===== src/rtl/btnc_select_sequencer_pkg.sv =====
// Shared types and helpers for the button-driven demux front end.
// Holds the pulse FSM states, the pending-step encoding and the channel arithmetic.
package btn_seq_pkg;

  localparam int NUM_CHANNELS = 4;
  localparam int SEL_W        = $clog2(NUM_CHANNELS);

  typedef enum logic [1:0] {
    ST_IDLE  = 2'd0,
    ST_PULSE = 2'd1,
    ST_HOLD  = 2'd2
  } pulse_state_t;

  typedef enum logic [1:0] {
    PEND_NONE = 2'd0,
    PEND_UP   = 2'd1,
    PEND_DOWN = 2'd2
  } pend_t;

  // Channel step with natural wrap: NUM_CHANNELS is a power of two.
  function automatic logic [SEL_W-1:0] sel_step(input logic [SEL_W-1:0] cur,
                                                input logic             up);
    logic [SEL_W-1:0] nxt;
    if (up) nxt = cur + SEL_W'(1);
    else    nxt = cur - SEL_W'(1);
    return nxt;
  endfunction

endpackage


===== src/rtl/btnc_select_sequencer_if.sv =====
// Button inputs and demux-facing outputs of the select sequencer.
// master = board/stimulus side, slave = sequencer side.
interface btnc_select_sequencer_if;

  logic                        btnC_raw;
  logic                        btnL_raw;
  logic                        btnR_raw;
  logic                        sw_mode;
  logic                        data;
  logic [btn_seq_pkg::SEL_W-1:0] sel;
  logic                        busy;

  modport master (
    output btnC_raw,
    output btnL_raw,
    output btnR_raw,
    output sw_mode,
    input  data,
    input  sel,
    input  busy
  );

  modport slave (
    input  btnC_raw,
    input  btnL_raw,
    input  btnR_raw,
    input  sw_mode,
    output data,
    output sel,
    output busy
  );

endinterface


===== src/rtl/btnc_select_sequencer_debounce.sv =====
// Per-button synchroniser and debouncer producing a clean level and a one-cycle rise pulse.
// The level flips only after the synchronised input disagrees with it for DEBOUNCE_CYCLES cycles.
module btn_debounce #(
  parameter int SYNC_STAGES     = 2,
  parameter int DEBOUNCE_CYCLES = 1_000_000
) (
  input  logic clk,
  input  logic reset,
  input  logic raw,
  output logic level,
  output logic rise
);

  localparam int CNT_W = (DEBOUNCE_CYCLES > 1) ? $clog2(DEBOUNCE_CYCLES) : 1;

  logic [SYNC_STAGES-1:0] r_sync;
  logic [CNT_W-1:0]       r_cnt;
  logic                   r_level;
  logic                   r_level_q;
  logic                   r_rise;
  logic                   w_sync;

  assign w_sync = r_sync[SYNC_STAGES-1];

  always_ff @(posedge clk) begin
    if (reset) begin
      r_sync <= '0;
    end else begin
      r_sync <= {r_sync[SYNC_STAGES-2:0], raw};
    end
  end

  // Counter holds 0..DEBOUNCE_CYCLES-1; the last disagreeing cycle flips the level.
  always_ff @(posedge clk) begin
    if (reset) begin
      r_cnt   <= '0;
      r_level <= 1'b0;
    end else if (w_sync != r_level) begin
      if (r_cnt == CNT_W'(DEBOUNCE_CYCLES - 1)) begin
        r_level <= w_sync;
        r_cnt   <= '0;
      end else begin
        r_cnt <= r_cnt + CNT_W'(1);
      end
    end else begin
      r_cnt <= '0;
    end
  end

  always_ff @(posedge clk) begin
    if (reset) begin
      r_level_q <= 1'b0;
      r_rise    <= 1'b0;
    end else begin
      r_level_q <= r_level;
      r_rise    <= r_level & ~r_level_q;
    end
  end

  assign level = r_level;
  assign rise  = r_rise;

endmodule


===== src/rtl/btnc_select_sequencer.sv =====
// Drives the 1-to-4 enable demux: debounced btnC becomes data (level or pulse),
// btnL/btnR step sel, and sel is frozen while data is high so the enable never hops channels.
module btnc_select_sequencer
  import btn_seq_pkg::*;
#(
  parameter int DEBOUNCE_CYCLES = 1_000_000,
  parameter int PULSE_CYCLES    = 1,
  parameter int SYNC_STAGES     = 2
) (
  input  logic                    clk,
  input  logic                    reset,
  btnc_select_sequencer_if.slave  bus
);

  localparam int PCNT_W = (PULSE_CYCLES > 1) ? $clog2(PULSE_CYCLES) : 1;

  logic              w_lvlC;
  logic              w_riseC;
  logic              w_riseL;
  logic              w_riseR;
  logic [1:0]        w_unused_lvl;

  logic              w_req_up;
  logic              w_req_dn;

  pulse_state_t      r_state;
  pulse_state_t      w_state_nxt;
  logic [PCNT_W-1:0] r_cnt;
  logic [PCNT_W-1:0] w_cnt_nxt;
  logic              w_data_nxt;
  logic              r_data;
  logic              r_busy;
  logic              r_mode_q;
  logic [SEL_W-1:0]  r_sel;
  pend_t             r_pend;

  btn_debounce #(
    .SYNC_STAGES     (SYNC_STAGES),
    .DEBOUNCE_CYCLES (DEBOUNCE_CYCLES)
  ) u_deb_c (
    .clk   (clk),
    .reset (reset),
    .raw   (bus.btnC_raw),
    .level (w_lvlC),
    .rise  (w_riseC)
  );

  btn_debounce #(
    .SYNC_STAGES     (SYNC_STAGES),
    .DEBOUNCE_CYCLES (DEBOUNCE_CYCLES)
  ) u_deb_l (
    .clk   (clk),
    .reset (reset),
    .raw   (bus.btnL_raw),
    .level (w_unused_lvl[0]),
    .rise  (w_riseL)
  );

  btn_debounce #(
    .SYNC_STAGES     (SYNC_STAGES),
    .DEBOUNCE_CYCLES (DEBOUNCE_CYCLES)
  ) u_deb_r (
    .clk   (clk),
    .reset (reset),
    .raw   (bus.btnR_raw),
    .level (w_unused_lvl[1]),
    .rise  (w_riseR)
  );

  // Opposing requests in the same cycle cancel and are dropped.
  assign w_req_up = w_riseR & ~w_riseL;
  assign w_req_dn = w_riseL & ~w_riseR;

  always_comb begin
    w_state_nxt = r_state;
    w_cnt_nxt   = r_cnt;
    w_data_nxt  = 1'b0;
    if (!bus.sw_mode) begin
      w_state_nxt = ST_IDLE;
      w_cnt_nxt   = '0;
      w_data_nxt  = w_lvlC;
    end else begin
      unique case (r_state)
        ST_IDLE: begin
          // Entering pulse mode with btnC already held: swallow this press.
          if (!r_mode_q && w_lvlC) begin
            w_state_nxt = ST_HOLD;
          end else if (w_riseC) begin
            w_state_nxt = ST_PULSE;
            w_cnt_nxt   = '0;
            w_data_nxt  = 1'b1;
          end
        end
        ST_PULSE: begin
          if (r_cnt == PCNT_W'(PULSE_CYCLES - 1)) begin
            w_state_nxt = ST_HOLD;
            w_data_nxt  = 1'b0;
          end else begin
            w_cnt_nxt  = r_cnt + PCNT_W'(1);
            w_data_nxt = 1'b1;
          end
        end
        ST_HOLD: begin
          if (!w_lvlC) w_state_nxt = ST_IDLE;
        end
        default: begin
          w_state_nxt = ST_IDLE;
        end
      endcase
    end
  end

  always_ff @(posedge clk) begin
    if (reset) begin
      r_state  <= ST_IDLE;
      r_cnt    <= '0;
      r_data   <= 1'b0;
      r_busy   <= 1'b0;
      r_mode_q <= 1'b0;
    end else begin
      r_state  <= w_state_nxt;
      r_cnt    <= w_cnt_nxt;
      r_data   <= w_data_nxt;
      r_busy   <= (w_state_nxt != ST_IDLE);
      r_mode_q <= bus.sw_mode;
    end
  end

  // A fresh request beats a stored one; the store is emptied whenever data is low.
  always_ff @(posedge clk) begin
    if (reset) begin
      r_sel  <= '0;
      r_pend <= PEND_NONE;
    end else if (!r_data) begin
      if (w_req_up || w_req_dn) begin
        r_sel <= sel_step(r_sel, w_req_up);
      end else if (r_pend != PEND_NONE) begin
        r_sel <= sel_step(r_sel, r_pend == PEND_UP);
      end
      r_pend <= PEND_NONE;
    end else if (w_req_up) begin
      r_pend <= PEND_UP;
    end else if (w_req_dn) begin
      r_pend <= PEND_DOWN;
    end
  end

  assign bus.data = r_data;
  assign bus.sel  = r_sel;
  assign bus.busy = r_busy;

endmodule

===== src/flat_wrapper.sv =====
// flat-port wrapper written by rule: the top's interface ports become plain ports
module btnc_select_sequencer_flat import btn_seq_pkg::*;
#(
  parameter int DEBOUNCE_CYCLES = 1_000_000,
  parameter int PULSE_CYCLES    = 1,
  parameter int SYNC_STAGES     = 2
)
  (clk, reset, bus_btnC_raw, bus_btnL_raw, bus_btnR_raw, bus_sw_mode, bus_data, bus_sel, bus_busy);
  btnc_select_sequencer_if bus_i ();
  input  logic clk;
  input  logic reset;
  input wire logic [$bits(bus_i.btnC_raw)-1:0] bus_btnC_raw;
  input wire logic [$bits(bus_i.btnL_raw)-1:0] bus_btnL_raw;
  input wire logic [$bits(bus_i.btnR_raw)-1:0] bus_btnR_raw;
  input wire logic [$bits(bus_i.sw_mode)-1:0] bus_sw_mode;
  output wire logic [$bits(bus_i.data)-1:0] bus_data;
  output wire logic [$bits(bus_i.sel)-1:0] bus_sel;
  output wire logic [$bits(bus_i.busy)-1:0] bus_busy;
  assign bus_i.btnC_raw = bus_btnC_raw;
  assign bus_i.btnL_raw = bus_btnL_raw;
  assign bus_i.btnR_raw = bus_btnR_raw;
  assign bus_i.sw_mode = bus_sw_mode;
  assign bus_data = bus_i.data;
  assign bus_sel = bus_i.sel;
  assign bus_busy = bus_i.busy;
  btnc_select_sequencer #(.DEBOUNCE_CYCLES(DEBOUNCE_CYCLES), .PULSE_CYCLES(PULSE_CYCLES), .SYNC_STAGES(SYNC_STAGES)) u_core (.clk(clk), .reset(reset), .bus(bus_i));
endmodule

===== config.mk =====
export PLATFORM = sky130hd
export DESIGN_NAME = btnc_select_sequencer_flat
export DESIGN_NICKNAME = d
export VERILOG_FILES = /design/src/rtl/btnc_select_sequencer_pkg.sv /design/src/rtl/btnc_select_sequencer_if.sv /design/src/rtl/btnc_select_sequencer_debounce.sv /design/src/rtl/btnc_select_sequencer.sv /design/src/flat_wrapper.sv
export SDC_FILE = /design/constraint.sdc
export NUM_CORES = 1
export LEC_CHECK = 0
export ABC_AREA = 1
export BUFFER_PORTS_ARGS = -buffer_cell sky130_fd_sc_hd__buf_4
export CAP_MARGIN = 20
export CORE_ASPECT_RATIO = 0.9
export CORE_MARGIN = 2
export CORE_UTILIZATION = 50
export DETAILED_ROUTE_END_ITERATION = 6
export PLACE_DENSITY = 0.71
export SYNTH_ARGS = -nofsm -noshare
export SYNTH_HDL_FRONTEND = slang
export SYNTH_SLANG_ARGS = --single-unit

===== constraint.sdc =====
create_clock -name clk -period 1.3 [get_ports clk]
set_input_delay 0 -clock clk [delete_from_list [all_inputs] [get_ports clk]]
set_output_delay 0 -clock clk [all_outputs]
set_load 0.03 [all_outputs]

==> results.toml <==
[run_status]
status = "finished, violations left"
failed_checks = "setup timing"

[setup_path]
cp.required_ps = 1570
path_max_fanout = 7
worstSetupStartpointType = "register"
worstReg2RegEnd = "u_core.u_deb_r.r_cnt[3]"
path_cells = "nand4_1 > nor2_1 > nand3_2 > nand2_4 > clkbuf_16 > a21oi_2"
path_class = "register to register"
crit_family = "simple AND/OR/NAND/NOR gates"
r2r_start = "u_core.u_deb_r.r_cnt[14]"
cpMaxStageDelayCell = "dfxtp_1"
r2r_cells = 6
cp-end-kind = "register"
rrSetupSlack_ps = -80
cp_slowest_stage_delay_ps = 410
critical_path_arrival_ps = 1640
worst-path-buf-inv = 1

[power_and_ir_drop]
power_density_nw_per_um2 = 860
ir_drop_mv = 0.548
p_leak_nw = 1.86
totalPowerFinal_mw = 4.61

[finish]
fin_nets = 673
ff_latch_area_um2 = 1740
diodes = 0
area_growth_pct = 33.1
layout-drive-gt1-share_pct = 30.9
post-route-util_pct = 67.7
fin_cells = 766
fillers = 657
fin_area_um2 = 5360
multi_input_area_um2 = 2460

[logic_synthesis]
syn_inst = 592
ys_ff_latch = 84
yosysTopAreaCell = "dfxtp_1"
syn_avg_cell_area_um2 = 6.80
synth.area.top_cells = "dfxtp_1 (42%), nand2_1 (14%), nor2_1 (13%)"
syn_nets = 603
ys_warn_count = 0
synth.most_common_cell = "nand2_1"
synth_ff_type = "dfxtp_1"
async_flop_share_pct = 0
synth_top_area_share_pct = 41.8
syn_area_um2 = 4030
synth_edf_count = 0
synth_common_cells = "nand2_1 (148), nor2_1 (140), dfxtp_1 (84), inv_1 (71), nand3_1 (34)"
synth_seq_area_share_pct = 41.8
synth_cell_type_count = 29

[global_routing]
grt_pass1_wl_mm = 14.1
gr-total-overflow = 0
antenna_found_initial = 0
grt.total_usage_pct = 19.7
grt_max_degree = 19
grt_pass1_vias = 3284

[timing]
fin_setup_tns_ps = -715
max_slew_margin_pct = 76.8
hold_viol = 0
max_freq_mhz = 727
finalSetupViolCount = 21
timing.hold.ws_ps = 12.7
layout_setup_ws_ps = -76.4
period_minus_slack_ps = 1380
worst_pin_slew_ps = 347
rsz0062_at_grt = "yes"
finClkSkew_ps = 7.75
final-max-slew-violation-count = 0
fin_crit_sh_pct = 106

[route]
drc = 0
wl_per_cell_um = 12.8
via_per_inst = 5.05
ant_nets = 0
routed_wl_mm = 9.84
via_count = 3872
drtIter0Drc = 157
firstDrtPassIters = 5

[clock_network]
cts.clk_slew.worst_paths_ps = 100
cts_tree = "built"
cts_buffers = 9
cts_buffer_depth = 2
clock_latency_ps = 370
root_buffer = "clkbuf_8"
htree_levels = 3
cts_sinks = 84

[placed_design]
dp_hpwl_mm = 6.00
post_dp_cell_area_um2 = 4510
numPortBuffers = 9
pre_cts_slack_ps = -54.4
globalplace.congestion = 0.932
dp.cells = 727

[die]
rows = 31
die_h_um = 89.1
die_w_um = 98.6
fp.coreArea_um2 = 7910
io_pins = 10
dieArea_um2 = 8790
start_util_pct = 50.9

[hold_path]
holdPathStages = 4
whs_endpoint = "u_core.u_deb_l.level"
min_path_type = "input pin to register"
hold_start = "reset"

[job]
drv_cap = 0
[cells in the final DEF (no fill, tap or decap), drive strengths merged]
cell and n:
and2 2, nor3 4, ha 5, dlygate4sd3 9, nor2 142, o21ai 13, o211ai 1, clkinv 3
inv 77, dfxtp 84, nor3b 1, nand4 10, nand3 40, nand2 152, o21bai 3, a21oi 25
xnor2 8, clkbuf 10, xor2 16, nand3b 1, buf 52, or2 9
[worst max-delay path by stage]
stage                                   from                       end  slack, ps  cells after the start
finish              u_core.u_deb_r.r_cnt[14]   u_core.u_deb_r.r_cnt[3]        -80                      6
global route        u_core.u_deb_r.r_cnt[15]   u_core.u_deb_r.r_cnt[5]       -110                      7
CTS                  u_core.u_deb_r.r_cnt[1]   u_core.u_deb_r.r_cnt[2]         -5                      7
detailed placement   u_core.u_deb_r.r_cnt[1]   u_core.u_deb_r.r_cnt[2]        -50                      7
global placement         u_core.u_deb_l.rise         u_core.bus.sel[1]        -10                      9
floorplan            u_core.u_deb_c.r_cnt[0]  u_core.u_deb_c.r_cnt[13]         -9                      7
[sequential cells by signal (all words and copies together) (netlist names), 2 cells and up]
signal	cells
u_core.u_deb_l.r_cnt	20
u_core.u_deb_r.r_sync	2
u_core.u_deb_c.r_sync	2
u_core.u_deb_l.r_sync	2
u_core.r_state	2
u_core.u_deb_c.r_cnt	20
u_core.u_deb_r.r_cnt	20
u_core.r_pend	2
u_core.bus.sel	2
[final cells by class]
class                   instances  share of cell area [%]
clock buffers                   9                    2.31
clock inverters                 7                    1.42
inverters                      73                    5.25
multi-input cells             432                    45.9
flip-flops and latches         84                    32.4
well taps                      99                    2.31
repair buffers                 62                    10.4
[worst reg2reg max path, stage by stage, from the launching register on]
cell and delay, ps:
dfxtp_1 410, nand4_1 120, nor2_1 230, nand3_2 150, nand2_4 140, clkbuf_16 180, a21oi_2 40
[layer usage]
layer | vias up | GRT usage [%] | part of all wire (%)
li1 | 1980 | - | -
met1 | 1769 | 25.2 | 44
met3 | 22 | 4.07 | 5.1
met5 | - | 0 | 0
met4 | 0 | 8.09 | 1.8
met2 | 101 | 33.0 | 49
[cells by family (layout without fill, tap and decap cells)]
kind of cell	Yosys count	count (layout)	synth area share (%)
AO/OA/AOI/OAI	42	42	5.84
adder cells (fa/ha/maj)	5	5	1.55
XOR/XNOR	24	24	5.22
buffers and inverters	78	151	8.05
AND/OR/NAND/NOR	359	361	37.6
flip-flops	84	84	41.8
[power breakdown]
part           total (mW)  internal [mW]  switching, mW
sequential           2.58           2.57        0.00835
clock                1.90          0.768           1.13
combinational       0.127         0.0641         0.0631
total                4.61           3.40           1.21
[what timing repair did]
| item | in CTS | in global routing |
|---|---|---|
| gates resized for setup | 20 | 121 |
| endpoints found under the setup margin | 41 | 63 |
| pin swaps | 3 | 24 |
| buffers inserted | 0 | 11 |
| hold buffers | 9 | 0 |
| cloned | 0 | 3 |
| endpoints found under the hold margin | 16 | 0 |
No activity file was read; power rests on OpenSTA's default activity.
